File: src/rtl/nco_sweep_ctrl_if.sv
// Control/status bundle between the register block (master) and the NCO sweep
// scheduler (slave): sweep configuration in, NCO drive and sweep status out.
interface nco_sweep_ctrl_if #(
  parameter int apr = 32,
  parameter int cw  = 16
);
  logic           start;
  logic           abort;
  logic           ext_en;
  logic [apr-1:0] cfg_start_inc;
  logic [apr-1:0] cfg_step;
  logic [cw-1:0]  cfg_num_steps;
  logic [cw-1:0]  cfg_dwell;
  logic           cfg_repeat;
  logic [apr-1:0] phi_inc_o;
  logic           nco_clken;
  logic           step_strobe;
  logic [cw-1:0]  step_idx;
  logic           busy;
  logic           done;

  modport master (
    output start, abort, ext_en, cfg_start_inc, cfg_step, cfg_num_steps,
           cfg_dwell, cfg_repeat,
    input  phi_inc_o, nco_clken, step_strobe, step_idx, busy, done
  );

  modport slave (
    input  start, abort, ext_en, cfg_start_inc, cfg_step, cfg_num_steps,
           cfg_dwell, cfg_repeat,
    output phi_inc_o, nco_clken, step_strobe, step_idx, busy, done
  );
endinterface

File: src/rtl/nco_sweep_ctrl.sv
// Linear frequency-sweep scheduler: steps the NCO phase increment through a
// ramp of dwell periods, then keeps the NCO clocked to flush its pipeline.
module nco_sweep_ctrl #(
  parameter int apr = 32,
  parameter int cw  = 16,
  parameter int lat = 6
) (
  input logic             clk,
  input logic             reset,
  nco_sweep_ctrl_if.slave bus
);
  typedef enum logic [1:0] {S_IDLE, S_RUN, S_FLUSH} state_t;

  localparam logic [cw-1:0] FLUSH_LD = cw'(lat - 1);

  state_t         r_state;
  logic [apr-1:0] r_phi;
  logic [apr-1:0] r_start_inc;
  logic [apr-1:0] r_step;
  logic [cw-1:0]  r_last_idx;
  logic [cw-1:0]  r_dwell_ld;
  logic           r_repeat;
  logic [cw-1:0]  r_dwell_cnt;
  logic [cw-1:0]  r_flush_cnt;
  logic [cw-1:0]  r_step_idx;
  logic           r_clken;
  logic           r_strobe;
  logic           r_busy;
  logic           r_done;

  // Counters hold "remaining minus one", so a zero config means a single cycle/step.
  logic [cw-1:0] w_cfg_last_idx;
  logic [cw-1:0] w_cfg_dwell_ld;
  assign w_cfg_last_idx = (bus.cfg_num_steps == '0) ? '0 : bus.cfg_num_steps - 1'b1;
  assign w_cfg_dwell_ld = (bus.cfg_dwell == '0) ? '0 : bus.cfg_dwell - 1'b1;

  always_ff @(posedge clk) begin
    if (reset) begin
      r_state     <= S_IDLE;
      r_phi       <= '0;
      r_start_inc <= '0;
      r_step      <= '0;
      r_last_idx  <= '0;
      r_dwell_ld  <= '0;
      r_repeat    <= 1'b0;
      r_dwell_cnt <= '0;
      r_flush_cnt <= '0;
      r_step_idx  <= '0;
      r_clken     <= 1'b0;
      r_strobe    <= 1'b0;
      r_busy      <= 1'b0;
      r_done      <= 1'b0;
    end else begin
      r_strobe <= 1'b0;
      r_done   <= 1'b0;
      case (r_state)
        S_IDLE: begin
          r_clken <= 1'b0;
          if (bus.start && !bus.abort) begin
            r_start_inc <= bus.cfg_start_inc;
            r_step      <= bus.cfg_step;
            r_last_idx  <= w_cfg_last_idx;
            r_dwell_ld  <= w_cfg_dwell_ld;
            r_repeat    <= bus.cfg_repeat;
            r_phi       <= bus.cfg_start_inc;
            r_step_idx  <= '0;
            r_dwell_cnt <= w_cfg_dwell_ld;
            r_strobe    <= 1'b1;
            r_busy      <= 1'b1;
            r_clken     <= bus.ext_en;
            r_state     <= S_RUN;
          end
        end
        S_RUN: begin
          if (bus.abort) begin
            r_state    <= S_IDLE;
            r_phi      <= '0;
            r_clken    <= 1'b0;
            r_busy     <= 1'b0;
            r_step_idx <= '0;
          end else begin
            r_clken <= bus.ext_en;
            if (bus.ext_en) begin
              if (r_dwell_cnt != '0) begin
                r_dwell_cnt <= r_dwell_cnt - 1'b1;
              end else if (r_step_idx != r_last_idx) begin
                r_phi       <= r_phi + r_step;
                r_step_idx  <= r_step_idx + 1'b1;
                r_dwell_cnt <= r_dwell_ld;
                r_strobe    <= 1'b1;
              end else if (r_repeat) begin
                r_phi       <= r_start_inc;
                r_step_idx  <= '0;
                r_dwell_cnt <= r_dwell_ld;
                r_strobe    <= 1'b1;
              end else if (lat == 0) begin
                r_state <= S_IDLE;
                r_busy  <= 1'b0;
                r_clken <= 1'b0;
                r_done  <= 1'b1;
              end else begin
                r_state     <= S_FLUSH;
                r_flush_cnt <= FLUSH_LD;
              end
            end
          end
        end
        S_FLUSH: begin
          if (bus.abort) begin
            r_state    <= S_IDLE;
            r_phi      <= '0;
            r_clken    <= 1'b0;
            r_busy     <= 1'b0;
            r_step_idx <= '0;
          end else begin
            r_clken <= bus.ext_en;
            if (bus.ext_en) begin
              if (r_flush_cnt != '0) begin
                r_flush_cnt <= r_flush_cnt - 1'b1;
              end else begin
                r_state <= S_IDLE;
                r_busy  <= 1'b0;
                r_clken <= 1'b0;
                r_done  <= 1'b1;
              end
            end
          end
        end
        default: r_state <= S_IDLE;
      endcase
    end
  end

  assign bus.phi_inc_o   = r_phi;
  assign bus.nco_clken   = r_clken;
  assign bus.step_strobe = r_strobe;
  assign bus.step_idx    = r_step_idx;
  assign bus.busy        = r_busy;
  assign bus.done        = r_done;
endmodule

File: src/flat_wrapper.sv
// flat-port wrapper written by rule: the top's interface ports become plain ports
module nco_sweep_ctrl_flat 
#(
  parameter int apr = 32,
  parameter int cw  = 16,
  parameter int lat = 6
)
  (clk, reset, bus_start, bus_abort, bus_ext_en, bus_cfg_start_inc, bus_cfg_step, bus_cfg_num_steps, bus_cfg_dwell, bus_cfg_repeat, bus_phi_inc_o, bus_nco_clken, bus_step_strobe, bus_step_idx, bus_busy, bus_done);
  nco_sweep_ctrl_if #(.apr(apr), .cw(cw)) bus_i ();
  input logic clk;
  input logic reset;
  input wire logic [$bits(bus_i.start)-1:0] bus_start;
  input wire logic [$bits(bus_i.abort)-1:0] bus_abort;
  input wire logic [$bits(bus_i.ext_en)-1:0] bus_ext_en;
  input wire logic [$bits(bus_i.cfg_start_inc)-1:0] bus_cfg_start_inc;
  input wire logic [$bits(bus_i.cfg_step)-1:0] bus_cfg_step;
  input wire logic [$bits(bus_i.cfg_num_steps)-1:0] bus_cfg_num_steps;
  input wire logic [$bits(bus_i.cfg_dwell)-1:0] bus_cfg_dwell;
  input wire logic [$bits(bus_i.cfg_repeat)-1:0] bus_cfg_repeat;
  output wire logic [$bits(bus_i.phi_inc_o)-1:0] bus_phi_inc_o;
  output wire logic [$bits(bus_i.nco_clken)-1:0] bus_nco_clken;
  output wire logic [$bits(bus_i.step_strobe)-1:0] bus_step_strobe;
  output wire logic [$bits(bus_i.step_idx)-1:0] bus_step_idx;
  output wire logic [$bits(bus_i.busy)-1:0] bus_busy;
  output wire logic [$bits(bus_i.done)-1:0] bus_done;
  assign bus_i.start = bus_start;
  assign bus_i.abort = bus_abort;
  assign bus_i.ext_en = bus_ext_en;
  assign bus_i.cfg_start_inc = bus_cfg_start_inc;
  assign bus_i.cfg_step = bus_cfg_step;
  assign bus_i.cfg_num_steps = bus_cfg_num_steps;
  assign bus_i.cfg_dwell = bus_cfg_dwell;
  assign bus_i.cfg_repeat = bus_cfg_repeat;
  assign bus_phi_inc_o = bus_i.phi_inc_o;
  assign bus_nco_clken = bus_i.nco_clken;
  assign bus_step_strobe = bus_i.step_strobe;
  assign bus_step_idx = bus_i.step_idx;
  assign bus_busy = bus_i.busy;
  assign bus_done = bus_i.done;
  nco_sweep_ctrl #(.apr(apr), .cw(cw), .lat(lat)) u_core (.clk(clk), .reset(reset), .bus(bus_i));
endmodule
File: config.mk
export PLATFORM = sky130hd
export DESIGN_NAME = nco_sweep_ctrl_flat
export DESIGN_NICKNAME = d
export VERILOG_FILES = /design/src/rtl/nco_sweep_ctrl_if.sv /design/src/rtl/nco_sweep_ctrl.sv /design/src/flat_wrapper.sv
export SDC_FILE = /design/constraint.sdc
export NUM_CORES = 1
export LEC_CHECK = 0
export BUFFER_PORTS_ARGS = -buffer_cell sky130_fd_sc_hd__buf_2
export CORE_MARGIN = 2
export CORE_UTILIZATION = 35
export DETAILED_ROUTE_END_ITERATION = 16
export PLACE_DENSITY_LB_ADDON = 0.15
export RECOVER_POWER = 25
export SYNTH_ARGS = -nofsm -noshare
export SYNTH_HDL_FRONTEND = slang
export SYNTH_SLANG_ARGS = --single-unit
File: constraint.sdc
create_clock -name clk -period 4.07 [get_ports clk]
set_input_delay 1.0175 -clock clk [delete_from_list [all_inputs] [get_ports clk]]
set_output_delay 1.0175 -clock clk [all_outputs]
set_load 0.03 [all_outputs]
; ---- After elaboration in Yosys (flattened, before gate mapping)
; Index checks and enable logic that the tools add are counted.
[totals]
regBits = 183
output_inout_bits = 52
inputBits = 102
[op_classes]
n_eq_ne = 22
add_sub_neg = 6
mux = 64
bitwise_logic = 2
n_reduce_logical = 17
[op_table]
columns = op, count
row1 = 16-bit 2-to-1 mux, 23
row2 = 32-bit 2-to-1 mux, 7
row3 = 32-bit one-hot mux with 3 select lines, 1
row4 = 16-bit one-hot mux with 2 select lines, 2
row5 = 16-bit by 1-bit subtractor with 16-bit output (second input constant), 4
row6 = 16-bit one-hot mux with 3 select lines, 1
row7 = 32-bit adder, 1
row8 = 16-bit logical NOT, 2
row9 = 16-bit nonzero test, 2
row10 = 2-bit 2-to-1 mux, 9
row11 = 2-bit != test (second input constant), 9
row12 = 3-bit != test (second input constant), 6
row13 = 1-bit 2-to-1 mux, 17
row14 = 16-bit by 1-bit adder with 16-bit output (second input constant), 1
row15 = 16-bit != test, 1
row16 = 5-bit AND reduction, 2
row17 = 9-bit AND reduction, 1
row18 = 7-bit AND reduction, 1
row19 = 1-bit one-hot mux with 3 select lines, 2
row20 = 2-bit one-hot mux with 3 select lines, 1
row21 = 6-bit AND reduction, 1
row22 = 2-bit by 1-bit != test with 1-bit output (second input constant), 2
row23 = 4-bit by 1-bit != test with 1-bit output (second input constant), 1
row24 = 4-bit by 2-bit != test with 1-bit output (second input constant), 1
row25 = 11 further kinds, 13

; ---- Logic depth before layout (Yosys ltp)
; Gate-level depths: netlist (run 1).
[depth]
word_depth = 6
mapped_depth = 14
depth_no_buf = 10

; ---- Worst setup path before layout (run 1)
; Ideal clock, no wire load.
[synth_timing]
path_kind = input to register
startpoint = in bus_cfg_dwell[10]
endpoint = reg u_core.r_dwell_cnt[4]
setup_ps = 132
n_path_buf = 2
slack_ps = 755
t_required_ps = 3938
arrival_ps = 3183
cell_stages = 8
cell_sequence = or4_1 > or3_1 > clkbuf_1 > nor3b_1 > clkbuf_1 > nor2_1 > o211ai_1 > a21oi_1
[synth_between]
elab_chain_cells = 4
[synth_lines]
columns = element, line_no
row1 = from (decl), flat_wrapper.sv:18  ; input wire logic [$bits(bus_i.cfg_dwell)-1:0] bus_cfg_dwell;
row2 = 16-bit logical NOT, nco_sweep_ctrl.sv:35  ; assign w_cfg_dwell_ld = (bus.cfg_dwell == '0) ? '0 : bus.cfg_dwell - 1'b1;
row3 = 16-bit 2-to-1 mux, nco_sweep_ctrl.sv:35
row4 = 16-bit 2-to-1 mux, nco_sweep_ctrl.sv:59  ; if (bus.start && !bus.abort) begin
row5 = 16-bit one-hot mux with 2 select lines, nco_sweep_ctrl.sv:56  ; case (r_state)
row6 = to (signal assigned), nco_sweep_ctrl.sv:67  ; r_dwell_cnt <= w_cfg_dwell_ld;
row7 = to (signal assigned), nco_sweep_ctrl.sv:85  ; r_dwell_cnt <= r_dwell_cnt - 1'b1;
row8 = to (signal assigned), nco_sweep_ctrl.sv:89  ; r_dwell_cnt <= r_dwell_ld;
row9 = to (decl), nco_sweep_ctrl.sv:23  ; logic [cw-1:0] r_dwell_cnt;
; Every way passes these cells. The select of a mux whose other input is x is not followed.
; A chain may end at the register's enable or synchronous reset.

; ---- Final worst setup path (run 1)
[layout_timing]
startpoint = reg u_core.r_dwell_cnt[0]
endpoint = reg u_core.r_flush_cnt[12]
[layout_between]
elab_chain_cells = 3
[layout_lines]
columns = element, line_no
row1 = 16-bit nonzero test, nco_sweep_ctrl.sv:84  ; if (r_dwell_cnt != '0) begin
row2 = 2-bit != test (no line), --
row3 = 9-bit AND reduction (no line), --
row4 = to (signal assigned), nco_sweep_ctrl.sv:119  ; r_flush_cnt <= r_flush_cnt - 1'b1;
row5 = to (decl), nco_sweep_ctrl.sv:24  ; logic [cw-1:0] r_flush_cnt;
; Every way passes these cells.

==> results by group, run 1 <==
Critical path
  • WP buf/inv: 1
  • Crit path from: u_core.r_dwell_cnt[0]
  • Worst Path Max Fanout: 10
  • R2R Path Start: u_core.r_dwell_cnt[0]
  • Delay-heaviest family, CP: simple AND/OR/NAND/NOR gates
  • Worst EP required: 4440 ps
  • WP depth: 10
  • Crit-path max cell delay: 600 ps
  • Worst EP arrival: 3940 ps
  • Worst path most repeated cell: or4_1
  • Worst Setup End Kind: register
  • Reg2Reg Depth: 10
  • CP Cell Sequence: inv_1 -> ha_1 -> or3b_4 -> or4_1 -> or3_1 -> o41ai_2 -> and3b_1 -> nand3_2 -> or4_1 -> a21oi_1
  • Slowest-stage cell, CP: or3_1
  • Kind of critical path: register to register
  • CP Launch Type: register

Die
  • Row cnt: 62
  • Initial core utilization: 35.7%
  • Die area: 30900 sq um
  • Die Ht: 176 um
  • CORE AREA: 28900 sq um
  • Ports: 154
  • Die Wd: 176 um

Final layout
  • Fill count: 3055
  • Layout cell share with drive strength beyond 1: 11.4%
  • Layout Utilization: 41.5%
  • Layout Cells excl Fill: 1849
  • Final nets: 1594
  • Sequential Area: 3660 sq um
  • Final instance area: 12000 sq um
  • Synthesis-to-finish area growth: 16.2%
  • Area occupied by multi-input gates: 6260 sq um

Placement
  • PortBufs: 153
  • DPL Wire Length: 21.7 mm
  • Cell total after placement: 1816
  • Gp weighted congestion: 0.834
  • Area after DPL: 11500 sq um
  • Pre-CTS WS: 544 ps

Logic synthesis
  • Synth cell count leaders: nand2_1 (218), dfxtp_1 (183), a21oi_1 (147)
  • Area leader, netlist: dfxtp_1
  • Register area share after synthesis: 35.5%
  • Post-synthesis xor/xnor area fraction: 7.13%
  • Synth Register Bits: 183
  • Syn_nets: 1485
  • Synthesis warning total: 0
  • Post-synth EDFFs: 0
  • Synth Instances: 1342
  • Adder-cell share of the synthesized area: 5.05%
  • Simple-gate share of the synthesized area: 23.5%
  • Synth Area in Compound Gates: 22.2%
  • Most common cell in the netlist: nand2_1
  • Syn Area/Cell: 7.69 sq um
  • Async SR Flop Fraction: 0%
  • Largest family of logic cells by synthesized area: simple AND/OR/NAND/NOR gates
  • Cell area after synthesis: 10300 sq um
  • Unique cell type count in the Yosys netlist: 71
  • Main synth FF type: dfxtp_1
  • Largest cells by area after synthesis: dfxtp_1 (36%), nand2_1 (7.9%), a21oi_1 (7.1%)
  • Top cell type's share of synthesized area: 35.5%
  • Mux contribution to synthesized area: 2.53%

Timing
  • Final setup violation count: 0
  • Clk_skew: 12.6 ps
  • Fin crit share: 87.7%
  • RSZ-0062 raised after global routing: no
  • Worst Max-Slew Pin Slew: 2270 ps
  • Slack of the critical path: 500 ps
  • Fin. Hold Viols: 0
  • Max Freq: 280 MHz
  • Fin. max-slew vios: 50
  • Final hold slack: 455 ps
  • Slew margin rel.: -51.1%
  • Tmin final: 3570 ps
  • Setup_tns: 0 ps

CTS
  • TritonCTS clock tree: yes
  • CTS Buffer Depth: 2
  • CTS buffer count: 17
  • Hold buffer count at cts: 0
  • Post-CTS Setup Repair Bufs: 0
  • Clk root buf: clkbuf_16
  • Reg clk slew, reported paths: 70 ps
  • Clk_lat worst skew: 440 ps
  • CTS Sinks: 183
  • Htree depth: 4
  • Post-CTS resize count: 0

Pwr
  • Gate power share: 44.4%
  • Leakage dissipation: 4.70 nW
  • Switching share of power: 43.6%
  • Power per Cell Area: 617 nW/um^2
  • Reg power frac: 32.4%
  • Clock share of power: 23.1%
  • Net switching power: 3.23 mW
  • Internal Power: 4.17 mW
  • Overall Power: 7.39 mW
  • Max VDD drop: 0.000370 V

Global routing
  • Vias in the first global route: 9486
  • Largest net degree at the start of global routing: 78
  • First-pass GRT wire length: 49.8 mm
  • Initial antenna violation count: 1
  • Gr usage total: 20.0%
  • Global route overflow: 0

Hold path
  • Hold path depth: 2
  • HP Class: register to register
  • Worst Min Path Start: u_core.r_dwell_ld[4]

Detailed routing
  • DR WL/cell: 16.7 um
  • Post-route ant nets: 0
  • DR iter-0 viols: 682
  • DR vias/cell: 5.31
  • Final wirelength: 30.8 mm
  • Detailed-route via count: 9810
  • Iteration count of the initial detailed-routing pass: 5
  • DR DRC count: 0

Status
  • Run status: finished, violations left
  • Failing checks: capacitance limit, slew limit

Flow run
  • Max-Cap Viols: 1
## cell families after synthesis
group | after synthesis
XOR/XNOR | 84
AO/OA/AOI/OAI | 362
buffers and inverters | 111
flip-flops | 183
multiplexers | 26
AND/OR/NAND/NOR | 535
adder cells (fa/ha/maj) | 41
## power by group through the flow
stage | Clock, mW | Combinational, mW | Sequential [mW]
3_5_place_dp | 0 | 3.33 | 2.44
4_1_cts | 1.76 | 3.34 | 2.40
2_1_floorplan | 0 | 2.13 | 2.64
5_1_grt | 1.82 | 3.66 | 2.44
3_3_place_gp | 0 | 3.30 | 2.44
6_report | 1.71 | 3.29 | 2.40
## worst reg2reg max path: stages (launching register included)
cell,delay (ps)
dfxtp_1,350
inv_1,70
ha_1,160
or3b_4,400
or4_1,580
or3_1,600
o41ai_2,360
and3b_1,310
nand3_2,120
or4_1,420
a21oi_1,140
## layer usage
metal,GRT usage [%],share of wire [%],vias to the layer above
li1,-,-,5001
met1,26.6,48,4554
met2,33.9,47,234
met3,3.92,4.5,21
met4,3.89,1.0,0
met5,0,0,-
## cell type report
class	count	area share [%]
timing repair buffer	174	7.39
tap	384	4.01
antenna	1	0.0209
clock buffer	20	3.73
clock inverter	12	1.19
multi-input combinational	1048	52.2
inverter	27	0.846
sequential	183	30.6
## worst paths after layout
path | to | slack, ps
setup / recovery | u_core.r_flush_cnt[12] | 500
hold / removal | u_core.r_dwell_ld[4] | 460
hold reg to reg | u_core.r_dwell_ld[4] | 460
setup reg to reg | u_core.r_flush_cnt[12] | 500
## flip-flops by register name, summed over array words and instances (netlist names)
name,cells
u_core.r_state,2
u_core.bus.busy,1
u_core.r_start_inc,32
u_core.bus.step_idx,16
u_core.r_last_idx,16
u_core.bus.phi_inc_o,32
u_core.r_flush_cnt,16
u_core.r_step,32
u_core.r_dwell_cnt,16
u_core.bus.step_strobe,1
u_core.r_repeat,1
u_core.r_dwell_ld,16
u_core.bus.nco_clken,1
u_core.bus.done,1
## cells in the final DEF, fill, tap and decap left out, types with 15 or more instances in the layout
master,instances
a21oi_1,147
a22oi_1,18
dfxtp_1,183
nor3_1,33
nor4_1,15
a211oi_1,37
buf_4,20
o21ai_1,21
inv_1,26
clkbuf_16,17
nand2_1,218
ha_1,40
clkbuf_1,54
buf_2,100
nor2_1,145
o21ai_0,35
xnor2_1,28
xor2_1,56
nand4_1,19
nand3_1,28
mux2i_1,25
or3_1,16
No activity file was read; power rests on OpenSTA's default activity.
==> run 2: changes to the inputs <==
Settings changed: CORE_UTILIZATION 35 to 45.
==> results by group, run 2 (synthesized netlist as in run 1, its figures left out) <==
Timing
  • Clk_skew: 11.6 ps (was 12.6 ps)
  • Fin. Hold Viols: 0 (unchanged)
  • Max Freq: 281 MHz (was 280 MHz)
  • Slew margin rel.: -77.8% (was -51.1%)
  • Worst Max-Slew Pin Slew: 2670 ps (was 2270 ps)
  • Setup_tns: 0 ps (unchanged)
  • Tmin final: 3560 ps (was 3570 ps)
  • RSZ-0062 raised after global routing: no (unchanged)
  • Final setup violation count: 0 (unchanged)
  • Final hold slack: 454 ps (was 455 ps)
  • Fin crit share: 87.5% (was 87.7%)
  • Fin. max-slew vios: 123 (was 50)

Pwr
  • Switching share of power: 43.5% (was 43.6%)
  • Gate power share: 44.8% (was 44.4%)
  • Reg power frac: 33.0% (was 32.4%)
  • Overall Power: 7.24 mW (was 7.39 mW)
  • Leakage dissipation: 4.75 nW (was 4.70 nW)
  • Clock share of power: 22.2% (was 23.1%)
  • Internal Power: 4.09 mW (was 4.17 mW)
  • Max VDD drop: 0.000236 V (was 0.000370 V)
  • Power per Cell Area: 612 nW/um^2 (was 617 nW/um^2)
  • Net switching power: 3.15 mW (was 3.23 mW)

Die
  • Ports: 154 (unchanged)
  • Die Ht: 155 um (was 176 um)
  • CORE AREA: 22600 sq um (was 28900 sq um)
  • Initial core utilization: 45.7% (was 35.7%)
  • Die Wd: 155 um (was 176 um)
  • Die area: 24200 sq um (was 30900 sq um)
  • Row cnt: 55 (was 62)

Critical path
  • Worst Setup End Kind: register (unchanged)
  • Worst Path Max Fanout: 55 (was 10)
  • Worst EP required: 4210 ps (was 4440 ps)
  • Worst EP arrival: 3700 ps (was 3940 ps)
  • CP Launch Type: input pin (was register)
  • Kind of critical path: input pin to register (was register to register)

CTS
  • Clk root buf: clkbuf_16 (unchanged)
  • Post-CTS Setup Repair Bufs: 0 (unchanged)
  • Reg clk slew, reported paths: 70 ps (about the same)
  • CTS Buffer Depth: 2 (unchanged)
  • Hold buffer count at cts: 0 (unchanged)
  • CTS Sinks: 183 (unchanged)
  • Clk_lat worst skew: 430 ps (was 440 ps)
  • TritonCTS clock tree: yes (unchanged)
  • CTS buffer count: 17 (unchanged)
  • Htree depth: 4 (unchanged)
  • Post-CTS resize count: 0 (unchanged)

Placement
  • PortBufs: 153 (unchanged)
  • Gp weighted congestion: 0.826 (was 0.834)
  • DPL Wire Length: 20.3 mm (was 21.7 mm)
  • Area after DPL: 11300 sq um (was 11500 sq um)

Global routing
  • Gr usage total: 24.2% (was 20.0%)
  • Largest net degree at the start of global routing: 78 (unchanged)
  • Global route overflow: 0 (unchanged)
  • Initial antenna violation count: 0 (was 1)
  • Vias in the first global route: 9396 (was 9486)
  • First-pass GRT wire length: 47.8 mm (was 49.8 mm)

Status
  • Failing checks: capacitance limit, slew limit (unchanged)
  • Run status: finished, violations left (unchanged)

Final layout
  • Final nets: 1596 (was 1594)
  • Most frequent cells in the layout: nand2_1 (218), dfxtp_1 (183), a21oi_1 (147) (unchanged)
  • Layout Utilization: 52.4% (was 41.5%)
  • Most common cell after layout, fill and taps aside: nand2_1 (unchanged)
  • Synthesis-to-finish area growth: 14.7% (was 16.2%)
  • Final instance area: 11800 sq um (was 12000 sq um)
  • Layout cell share with drive strength beyond 1: 12.4% (was 11.4%)

Detailed routing
  • Detailed-route via count: 9903 (was 9810)
  • Iteration count of the initial detailed-routing pass: 8 (was 5)
  • DR WL/cell: 16.4 um (was 16.7 um)
  • DR vias/cell: 5.65 (was 5.31)
  • Post-route ant nets: 0 (unchanged)
  • Final wirelength: 28.8 mm (was 30.8 mm)
  • DR iter-0 viols: 524 (was 682)
  • DR DRC count: 0 (unchanged)

Hold path
  • HP Class: register to register (unchanged)

Flow run
  • Max-Cap Viols: 2 (was 1)
[run 2: cell count changes in the layout (fill, tap and decap cells not counted), sizes merged]
cell	delta
bufinv	-1
clkinvlp	-3
clkinv	+5
buf	+13
clkbuf	-12
[run 2: worst max-delay path, stage by stage]
cell	delay (ps)
buf_2	140
inv_1	130
nand3_4	140
clkbuf_1	1910
a211oi_1	340
[run 2: power groups by stage]
stage	Sequential, mW	Clock [mW]	Combinational (mW)
2_1_floorplan	2.64	0	2.13
3_3_place_gp	2.42	0	3.25
3_5_place_dp	2.42	0	3.27
4_1_cts	2.39	1.64	3.28
5_1_grt	2.43	1.71	3.61
6_report	2.39	1.61	3.24
[run 2: per-layer routing]
metal	up-vias	routed length, um	share of wire [%]	GRT usage, %
li1	5008	-	-	-
met1	4631	13200	46	31.7
met2	231	13700	48	41.4
met3	33	1510	5.2	4.07
met4	0	441	1.5	6.33
met5	-	0	0	0
[run 2: layout make-up]
class / instances / area (sq um)
clock buffers: 19 / 443
clock inverters: 13 / 119
multi-input cells: 1048 / 6260
repair buffers: 176 / 886
inverters: 27 / 101
well taps: 285 / 357
fillers: 2288 / 10700
flip-flops and latches: 183 / 3660
diodes: 1 / 2.50
[run 2: final timing paths]
path | start | cells after the start | slack, ps | to
hold / removal | u_core.r_start_inc[4] | 2 | 450 | u_core.r_start_inc[4]
hold reg to reg | u_core.r_start_inc[4] | 2 | 450 | u_core.r_start_inc[4]
setup reg to reg | u_core.r_dwell_cnt[0] | 11 | 570 | u_core.r_flush_cnt[12]
setup / recovery | bus_abort | 5 | 510 | u_core.bus.step_strobe
[run 2: per-stage QoR]
stage	worst slack [ps]	std cells
final	510	1752
after CTS	567	1751
after floorplan	755	1342
after detailed placement	590	1719
after global routing	194	1751
after global placement	696	1719
